$ cat config.mk
export PLATFORM = sky130hd
export DESIGN_NAME = aq_vdsp_ff1_scan_ctrl_flat
export DESIGN_NICKNAME = d
export VERILOG_FILES = /design/src/rtl/aq_vdsp_ff1_scan_ctrl_if.sv /design/src/rtl/aq_vdsp_ff1_scan_ctrl.sv /design/src/flat_wrapper.sv
export SDC_FILE = /design/constraint.sdc
export NUM_CORES = 1
export LEC_CHECK = 0
export CORE_ASPECT_RATIO = 0.75
export CORE_MARGIN = 1.5
export CORE_UTILIZATION = 55
export CTS_CLUSTER_SIZE = 28
export DETAILED_ROUTE_END_ITERATION = 7
export PLACE_DENSITY = 0.81
export REMOVE_ABC_BUFFERS = 1
export SLEW_MARGIN = 20
export SYNTH_ARGS = -nofsm -noshare
export SYNTH_HDL_FRONTEND = slang
export SYNTH_HIERARCHICAL = 1
export SYNTH_SLANG_ARGS = --single-unit
export TNS_END_PERCENT = 1
$ cat constraint.sdc
create_clock -name forever_cpuclk -period 7.23 [get_ports forever_cpuclk]
set_input_delay 1.446 -clock forever_cpuclk [delete_from_list [all_inputs] [get_ports forever_cpuclk]]
set_output_delay 1.446 -clock forever_cpuclk [all_outputs]
set_load 0.01 [all_outputs]
$ cat src/rtl/aq_vdsp_ff1_scan_ctrl_if.sv
// Handshake bundle between a requester and aq_vdsp_ff1_scan_ctrl.
//   flush                       : kill the in-flight operation
//   req_vld/req_rdy/req_src/
//   req_signed                  : operand request channel
//   res_vld/res_rdy/res_lzc/
//   res_zero/res_rem            : result channel
// master drives requests and consumes results; slave is the sequencer.
interface aq_vdsp_ff1_scan_ctrl_if #(
    parameter int WIDTH = 64
);
    localparam int CW = $clog2(WIDTH) + 1;

    logic             flush;
    logic             req_vld;
    logic             req_rdy;
    logic [WIDTH-1:0] req_src;
    logic             req_signed;
    logic             res_vld;
    logic             res_rdy;
    logic [CW-1:0]    res_lzc;
    logic             res_zero;
    logic             res_rem;

    modport master (
        output flush, req_vld, req_src, req_signed, res_rdy,
        input  req_rdy, res_vld, res_lzc, res_zero, res_rem
    );

    modport slave (
        input  flush, req_vld, req_src, req_signed, res_rdy,
        output req_rdy, res_vld, res_lzc, res_zero, res_rem
    );
endinterface

$ cat src/rtl/aq_vdsp_ff1_scan_ctrl.sv
// Leading-zero / leading-sign count sequencer for wide divider operands.
// Scans the operand one byte per cycle, MSB byte first, through a single
// 8-bit find-first-one unit, and stops early once the "all bits below the
// leading one are 1" flag is known to be 0.
// Ports:
//   forever_cpuclk : clock
//   cpurst_b       : synchronous active-low reset
//   bus            : slave side of aq_vdsp_ff1_scan_ctrl_if (flush,
//                    request valid/ready channel, result valid/ready channel)

// 8-bit find-first-one.
//   src  : input byte
//   out  : (leading-zero count - 1) mod 8, so out+1 mod 8 is the count
//   zero : src == 0
//   rem  : all bits below the leading one are 1 (1 when src == 0)
module aq_vdsp_8_bit_ff1 (
    input  logic [7:0] src,
    output logic [2:0] out,
    output logic       zero,
    output logic       rem
);
    logic [2:0] pos;
    logic [7:0] mask;

    always_comb begin
        pos = '0;
        // Ascending scan: the last hit is the most significant one.
        for (int unsigned i = 0; i < 8; i++) begin
            if (src[i]) pos = i[2:0];
        end
        zero = (src == '0);
        mask = (8'd1 << pos) - 8'd1;
        rem  = zero | ((src & mask) == mask);
        out  = 3'd6 - pos;
    end
endmodule

module aq_vdsp_ff1_scan_ctrl #(
    parameter int WIDTH = 64
) (
    input logic                    forever_cpuclk,
    input logic                    cpurst_b,
    aq_vdsp_ff1_scan_ctrl_if.slave bus
);
    localparam int NB = WIDTH / 8;
    localparam int CW = $clog2(WIDTH) + 1;
    localparam int IW = (NB > 1) ? $clog2(NB) : 1;

    typedef enum logic [1:0] {
        IDLE,
        SCAN,
        DONE
    } state_t;

    state_t           state_q;
    logic [WIDTH-1:0] opnd_q;
    logic [IW-1:0]    idx_q;
    logic [CW-1:0]    lzc_q;
    logic             found_q;
    logic             rem_q;
    logic             req_rdy_q;
    logic             res_vld_q;
    logic [CW-1:0]    res_lzc_q;
    logic             res_zero_q;
    logic             res_rem_q;

    logic [7:0]       scan_byte;
    logic [2:0]       ff1_out;
    logic             ff1_zero;
    logic             ff1_rem;
    logic [2:0]       ff1_step;
    logic [CW-1:0]    lzc_d;
    logic             found_d;
    logic             rem_d;
    logic             term_d;

    aq_vdsp_8_bit_ff1 u_ff1 (
        .src  (scan_byte),
        .out  (ff1_out),
        .zero (ff1_zero),
        .rem  (ff1_rem)
    );

    always_comb begin
        scan_byte = opnd_q[{idx_q, 3'b000} +: 8];
        ff1_step  = ff1_out + 3'd1;
        lzc_d     = lzc_q;
        found_d   = found_q;
        rem_d     = rem_q;
        if (!found_q) begin
            if (ff1_zero) begin
                lzc_d = lzc_q + CW'(8);
            end else begin
                lzc_d   = lzc_q + CW'(ff1_step);
                found_d = 1'b1;
                rem_d   = ff1_rem;
            end
        end else begin
            rem_d = rem_q & (scan_byte == 8'hFF);
        end
        term_d = (idx_q == '0) || (found_d && !rem_d);
    end

    always_ff @(posedge forever_cpuclk) begin
        if (!cpurst_b) begin
            state_q    <= IDLE;
            opnd_q     <= '0;
            idx_q      <= '0;
            lzc_q      <= '0;
            found_q    <= 1'b0;
            rem_q      <= 1'b1;
            req_rdy_q  <= 1'b1;
            res_vld_q  <= 1'b0;
            res_lzc_q  <= '0;
            res_zero_q <= 1'b0;
            res_rem_q  <= 1'b0;
        end else if (bus.flush) begin
            state_q    <= IDLE;
            req_rdy_q  <= 1'b1;
            res_vld_q  <= 1'b0;
            res_lzc_q  <= '0;
            res_zero_q <= 1'b0;
            res_rem_q  <= 1'b0;
        end else begin
            case (state_q)
                IDLE: begin
                    if (bus.req_vld && req_rdy_q) begin
                        // Leading-sign count becomes a leading-zero count on the inverted operand.
                        opnd_q    <= (bus.req_signed && bus.req_src[WIDTH-1]) ? ~bus.req_src : bus.req_src;
                        idx_q     <= IW'(NB - 1);
                        lzc_q     <= '0;
                        found_q   <= 1'b0;
                        rem_q     <= 1'b1;
                        req_rdy_q <= 1'b0;
                        state_q   <= SCAN;
                    end
                end
                SCAN: begin
                    lzc_q   <= lzc_d;
                    found_q <= found_d;
                    rem_q   <= rem_d;
                    if (term_d) begin
                        state_q    <= DONE;
                        res_vld_q  <= 1'b1;
                        res_lzc_q  <= found_d ? lzc_d : CW'(WIDTH);
                        res_zero_q <= !found_d;
                        res_rem_q  <= rem_d;
                    end else begin
                        idx_q <= idx_q - 1'b1;
                    end
                end
                DONE: begin
                    if (bus.res_rdy) begin
                        state_q   <= IDLE;
                        res_vld_q <= 1'b0;
                        req_rdy_q <= 1'b1;
                    end
                end
                default: begin
                    state_q   <= IDLE;
                    req_rdy_q <= 1'b1;
                    res_vld_q <= 1'b0;
                end
            endcase
        end
    end

    assign bus.req_rdy  = req_rdy_q;
    assign bus.res_vld  = res_vld_q;
    assign bus.res_lzc  = res_lzc_q;
    assign bus.res_zero = res_zero_q;
    assign bus.res_rem  = res_rem_q;
endmodule

$ cat src/flat_wrapper.sv
// flat-port wrapper written by rule: the top's interface ports become plain ports
module aq_vdsp_ff1_scan_ctrl_flat 
#(
    parameter int WIDTH = 64
)
  (forever_cpuclk, cpurst_b, bus_flush, bus_req_vld, bus_req_src, bus_req_signed, bus_res_rdy, bus_req_rdy, bus_res_vld, bus_res_lzc, bus_res_zero, bus_res_rem);
  aq_vdsp_ff1_scan_ctrl_if #(.WIDTH(WIDTH)) bus_i ();
  input logic forever_cpuclk;
  input logic cpurst_b;
  input wire logic [$bits(bus_i.flush)-1:0] bus_flush;
  input wire logic [$bits(bus_i.req_vld)-1:0] bus_req_vld;
  input wire logic [$bits(bus_i.req_src)-1:0] bus_req_src;
  input wire logic [$bits(bus_i.req_signed)-1:0] bus_req_signed;
  input wire logic [$bits(bus_i.res_rdy)-1:0] bus_res_rdy;
  output wire logic [$bits(bus_i.req_rdy)-1:0] bus_req_rdy;
  output wire logic [$bits(bus_i.res_vld)-1:0] bus_res_vld;
  output wire logic [$bits(bus_i.res_lzc)-1:0] bus_res_lzc;
  output wire logic [$bits(bus_i.res_zero)-1:0] bus_res_zero;
  output wire logic [$bits(bus_i.res_rem)-1:0] bus_res_rem;
  assign bus_i.flush = bus_flush;
  assign bus_i.req_vld = bus_req_vld;
  assign bus_i.req_src = bus_req_src;
  assign bus_i.req_signed = bus_req_signed;
  assign bus_i.res_rdy = bus_res_rdy;
  assign bus_req_rdy = bus_i.req_rdy;
  assign bus_res_vld = bus_i.res_vld;
  assign bus_res_lzc = bus_i.res_lzc;
  assign bus_res_zero = bus_i.res_zero;
  assign bus_res_rem = bus_i.res_rem;
  aq_vdsp_ff1_scan_ctrl #(.WIDTH(WIDTH)) u_core (.forever_cpuclk(forever_cpuclk), .cpurst_b(cpurst_b), .bus(bus_i));
endmodule
==> key figures <==
Route
  – DR WL/cell: between 15 and 20 um
  – Starting DRT DRC Count: between 200 and 300
  – Drt first pass iters: 7
  – DR vias/cell: 5.72
  – Final WL: approximately 11,000 um
  – Drt drc: 0
  – Post-detailed-route count of antenna-violating nets: 0
  – Top sig layer: met4
  – WL met1: 5120 um
  – Met2 Wirelength: ~5000 um
  – DR WL met3: about 590 um
  – Vias: between 4k and 5k

Power
  – PnR Total Power: between 1 and 1.5 mW
  – Leakage Power: 2.95 nW
  – Pwr dens: 232 nW/um2
  – Max IR drop VDD: approximately 0.13 mV

Floorplanning
  – Die Wd: around 110 um
  – Starting Density: 56.5%
  – Row count: 30
  – Die area: between 9000 and 10,000 um2
  – CORE AREA: 9050 um2
  – IO Pins: 81
  – DIE HEIGHT: approximately 87 um

Yosys
  – Top post-synthesis cells by area: dfxtp_1 (35%), o211a_1 (13%), xor2_1 (12%)
  – XOR/XNOR Fraction of Synth Area: between 10% and 20%
  – Synth Area in Adders: approximately 3.8%
  – Largest family of logic cells by synthesized area: compound AO/OA/AOI/OAI gates
  – Compound-gate portion of the synthesized area: 20.4%
  – Synthesized instance count: around 530
  – Post-Synth Simple-Gate Area: approximately 15%
  – Dominant cell type by area after synthesis: dfxtp_1
  – Mapped Area: approximately 5000 um2
  – Synth top area share: about a third
  – Syn Area/Cell: about 9.7 um2
  – Cell variety after synth: 59
  – Ys async rst share: 0%
  – Cell with the most instances after synthesis: dfxtp_1
  – Post-synthesis mux area share: a little under a tenth
  – Seq cells post-synth: around 90
  – Sequential share of the synthesized area: 34.8%
  – Number of synthesized flops with an enable pin: 0
  – Synth top cells by count: dfxtp_1 (89), nand2_1 (83), xor2_1 (68)
  – Dominant synthesized flop cell: dfxtp_1
  – Synth warnings: 6

Worst setup path
  – CP Data Required Time: approximately 7.5 ns
  – WP data arrival: between 5 and 6 ns
  – R2R Path End: u_core/idx_q[0]$_SDFFE_PN0P_
  – R2R setup slack: between 2 and 2.5 ns
  – Setup crit start kind: flip-flop
  – Reg2reg path depth: 20
  – Reg2Reg Launch Point: u_core/idx_q[2]$_SDFFE_PN0P_
  – Crit path max fanout: 20
  – CP Capture Type: flip-flop
  – Crit path kind: flip-flop to flip-flop

Cells and area
  – Syn-to-layout area delta: 20.9%
  – Diode count: 0
  – Final non-filler cell total: 711
  – Fillers: slightly above 700
  – Layout cells sized above 1: 9.26%
  – Nets: about 670

Timing
  – Hold Fails Final Rpt: 0
  – RSZ-0062 raised after global routing: no
  – Period utilisation layout: approximately two thirds
  – Final setup viols: 0
  – Max_slew headroom: between 30% and 40%
  – Minimum clock period: between 4 and 5 ns
  – Tightest Pin Transition: 1.00 ns
  – Fmax: just over 200 MHz
  – Clock skew: between 0.006 and 0.007 ns
  – Fin Hold WS: between 0.4 and 0.5 ns
  – Pins over their slew limit: 0
  – Setup TNS: 0 ns

Place
  – # placed instances: roughly 700
  – Hpwl dp: about 7500 um
  – Port bufs: 80
  – Gpl congestion: roughly 1.0

Global routing
  – Largest net degree at the start of global routing: between 100 and 150
  – First-pass GRT wire length: 18,400 um
  – Vias in the first global route: approximately 4k
  – Initial antenna violation count: 0
  – GR Overflow Total: 0
  – GRT Total Usage: a little under a quarter

Worst hold path
  – Worst Hold Endpoint: u_core/bus.res_lzc[4]$_SDFFE_PP0P_
  – Worst hold start: u_core/bus.res_lzc[4]$_SDFFE_PP0P_
  – Worst hold path type: flip-flop to flip-flop
  – Worst Hold Depth: 2

Clock network
  – CTS buffer count: 9
  – H-tree levels: 3
  – Worst skew pair latency: 0.33 ns
  – CTS Hold Bufs: 0
  – CTS tree: done
  – Post-CTS Setup Inserts: 0
  – Clock Path Buffers: 2
  – Clock root buffer: clkbuf_16
  – Clock-pin slew on the worst setup and hold paths: around 0.060 ns
  – CTS-repair resized insts: 0
  – Clock Sinks: slightly below 90

Outcome
  – Status: finished, final reports clean

Flow run
  – Max-cap violations: 0
-- kinds of logic (layout without fill, tap and decap cells) --
| family | count (synthesis) | after routing |
|---|---|---|
| XOR/XNOR | 73 | 73 |
| AND/OR/NAND/NOR | 155 | 155 |
| adder cells (fa/ha/maj) | 15 | 15 |
| buffers and inverters | 50 | 106 |
| AO/OA/AOI/OAI | 120 | 120 |
| multiplexers | 25 | 25 |
| flip-flops | 89 | 89 |
-- layout make-up --
| type | instances | area, um2 | area share [%] |
|---|---|---|---|
| timing repair buffer | 83 | 818 | 13.2 |
| sequential | 89 | 1780 | 28.8 |
| multi-input combinational | 388 | 3130 | 50.6 |
| inverter | 9 | 33.8 | 0.546 |
| clock buffer | 14 | 264 | 4.27 |
| tap | 128 | 160 | 2.59 |
-- per-stage QoR --
step	setup WS, ns	utilization, %	cell area (um2)
floorplan	-3.74	-	4930
global placement	2.73	65.4	5920
detailed placement	2.43	65.4	5920
CTS	2.40	68.4	6180
global route	2.00	68.4	6180
finish	2.36	68.4	6180
-- placed cells by master (no fill, tap or decap), drive strengths merged, types with 4 or more instances in the layout --
cell type / netlist / layout
nor2b: 11 / 11
nand2: 83 / 83
a22oi: 6 / 6
nand3: 6 / 6
mux2: 8 / 8
clkbuf: 27 / 14
ha: 14 / 14
xnor2: 5 / 5
nand2b: 8 / 8
o211a: 65 / 65
nand4: 7 / 7
buf: 14 / 4
xor2: 68 / 68
mux4: 16 / 16
dfxtp: 89 / 89
inv: 9 / 9
o21ai: 10 / 10
a21oi: 15 / 15
nor2: 24 / 24
clkdlybuf4s50: 0 / 79
-- power breakdown --
part	internal (mW)	leakage, nW	switching, mW
logic	0.217	2.09	0.246
registers	0.524	0.729	0.0306
clock network	0.248	0.129	0.171
-- critical path, stage by stage, from the launching register on --
cell,delay [ns]
dfxtp_1,0.98
mux4_4,0.57
mux2_4,0.31
inv_1,0.06
a21oi_1,0.06
nor2_1,0.09
nor2_1,0.06
or2_2,0.32
ha_1,0.26
ha_1,0.27
nand2b_1,0.21
o32ai_1,0.31
a21oi_1,0.11
o221ai_1,0.10
o21bai_1,0.12
nor2_1,0.10
nor2_1,0.05
nand2_1,0.14
o311a_4,0.35
nor2_2,0.07
o211a_1,0.21
-- metal layers --
layer,vias up,global-route usage [%]
met5,-,0
met4,0,6.02
met3,10,5.17
met2,115,38.8
met1,1964,30.5
li1,1980,-
-- registers in the layout, indices dropped and copies added (netlist names) --
name and count:
u_core/bus.req_rdy 1, u_core/bus.res_lzc 7, u_core/bus.res_rem 1, u_core/bus.res_vld 1, u_core/bus.res_zero 1, u_core/found_q 1
u_core/idx_q 3, u_core/lzc_q 7, u_core/opnd_q 64, u_core/rem_q 1, u_core/state_q 2
-- worst max-delay path by stage --
| stage | slack (ns) | from | cells after the start | to |
|---|---|---|---|---|
| 2_1_floorplan | -3.74 | bus_flush | 3 | u_core/opnd_q[63]$_SDFFE_PN0P_ |
| 3_3_place_gp | 2.73 | u_core/idx_q[0]$_SDFFE_PN0P_ | 20 | u_core/idx_q[1]$_SDFFE_PN0P_ |
| 3_5_place_dp | 2.43 | u_core/idx_q[0]$_SDFFE_PN0P_ | 20 | u_core/idx_q[0]$_SDFFE_PN0P_ |
| 4_1_cts | 2.40 | u_core/idx_q[0]$_SDFFE_PN0P_ | 20 | u_core/idx_q[0]$_SDFFE_PN0P_ |
| 5_1_grt | 2.00 | u_core/idx_q[0]$_SDFFE_PN0P_ | 21 | u_core/bus.res_zero$_SDFFE_PP0P_ |
| 6_report | 2.36 | u_core/idx_q[2]$_SDFFE_PN0P_ | 20 | u_core/idx_q[0]$_SDFFE_PN0P_ |
Power figures use the tool's default switching activity.
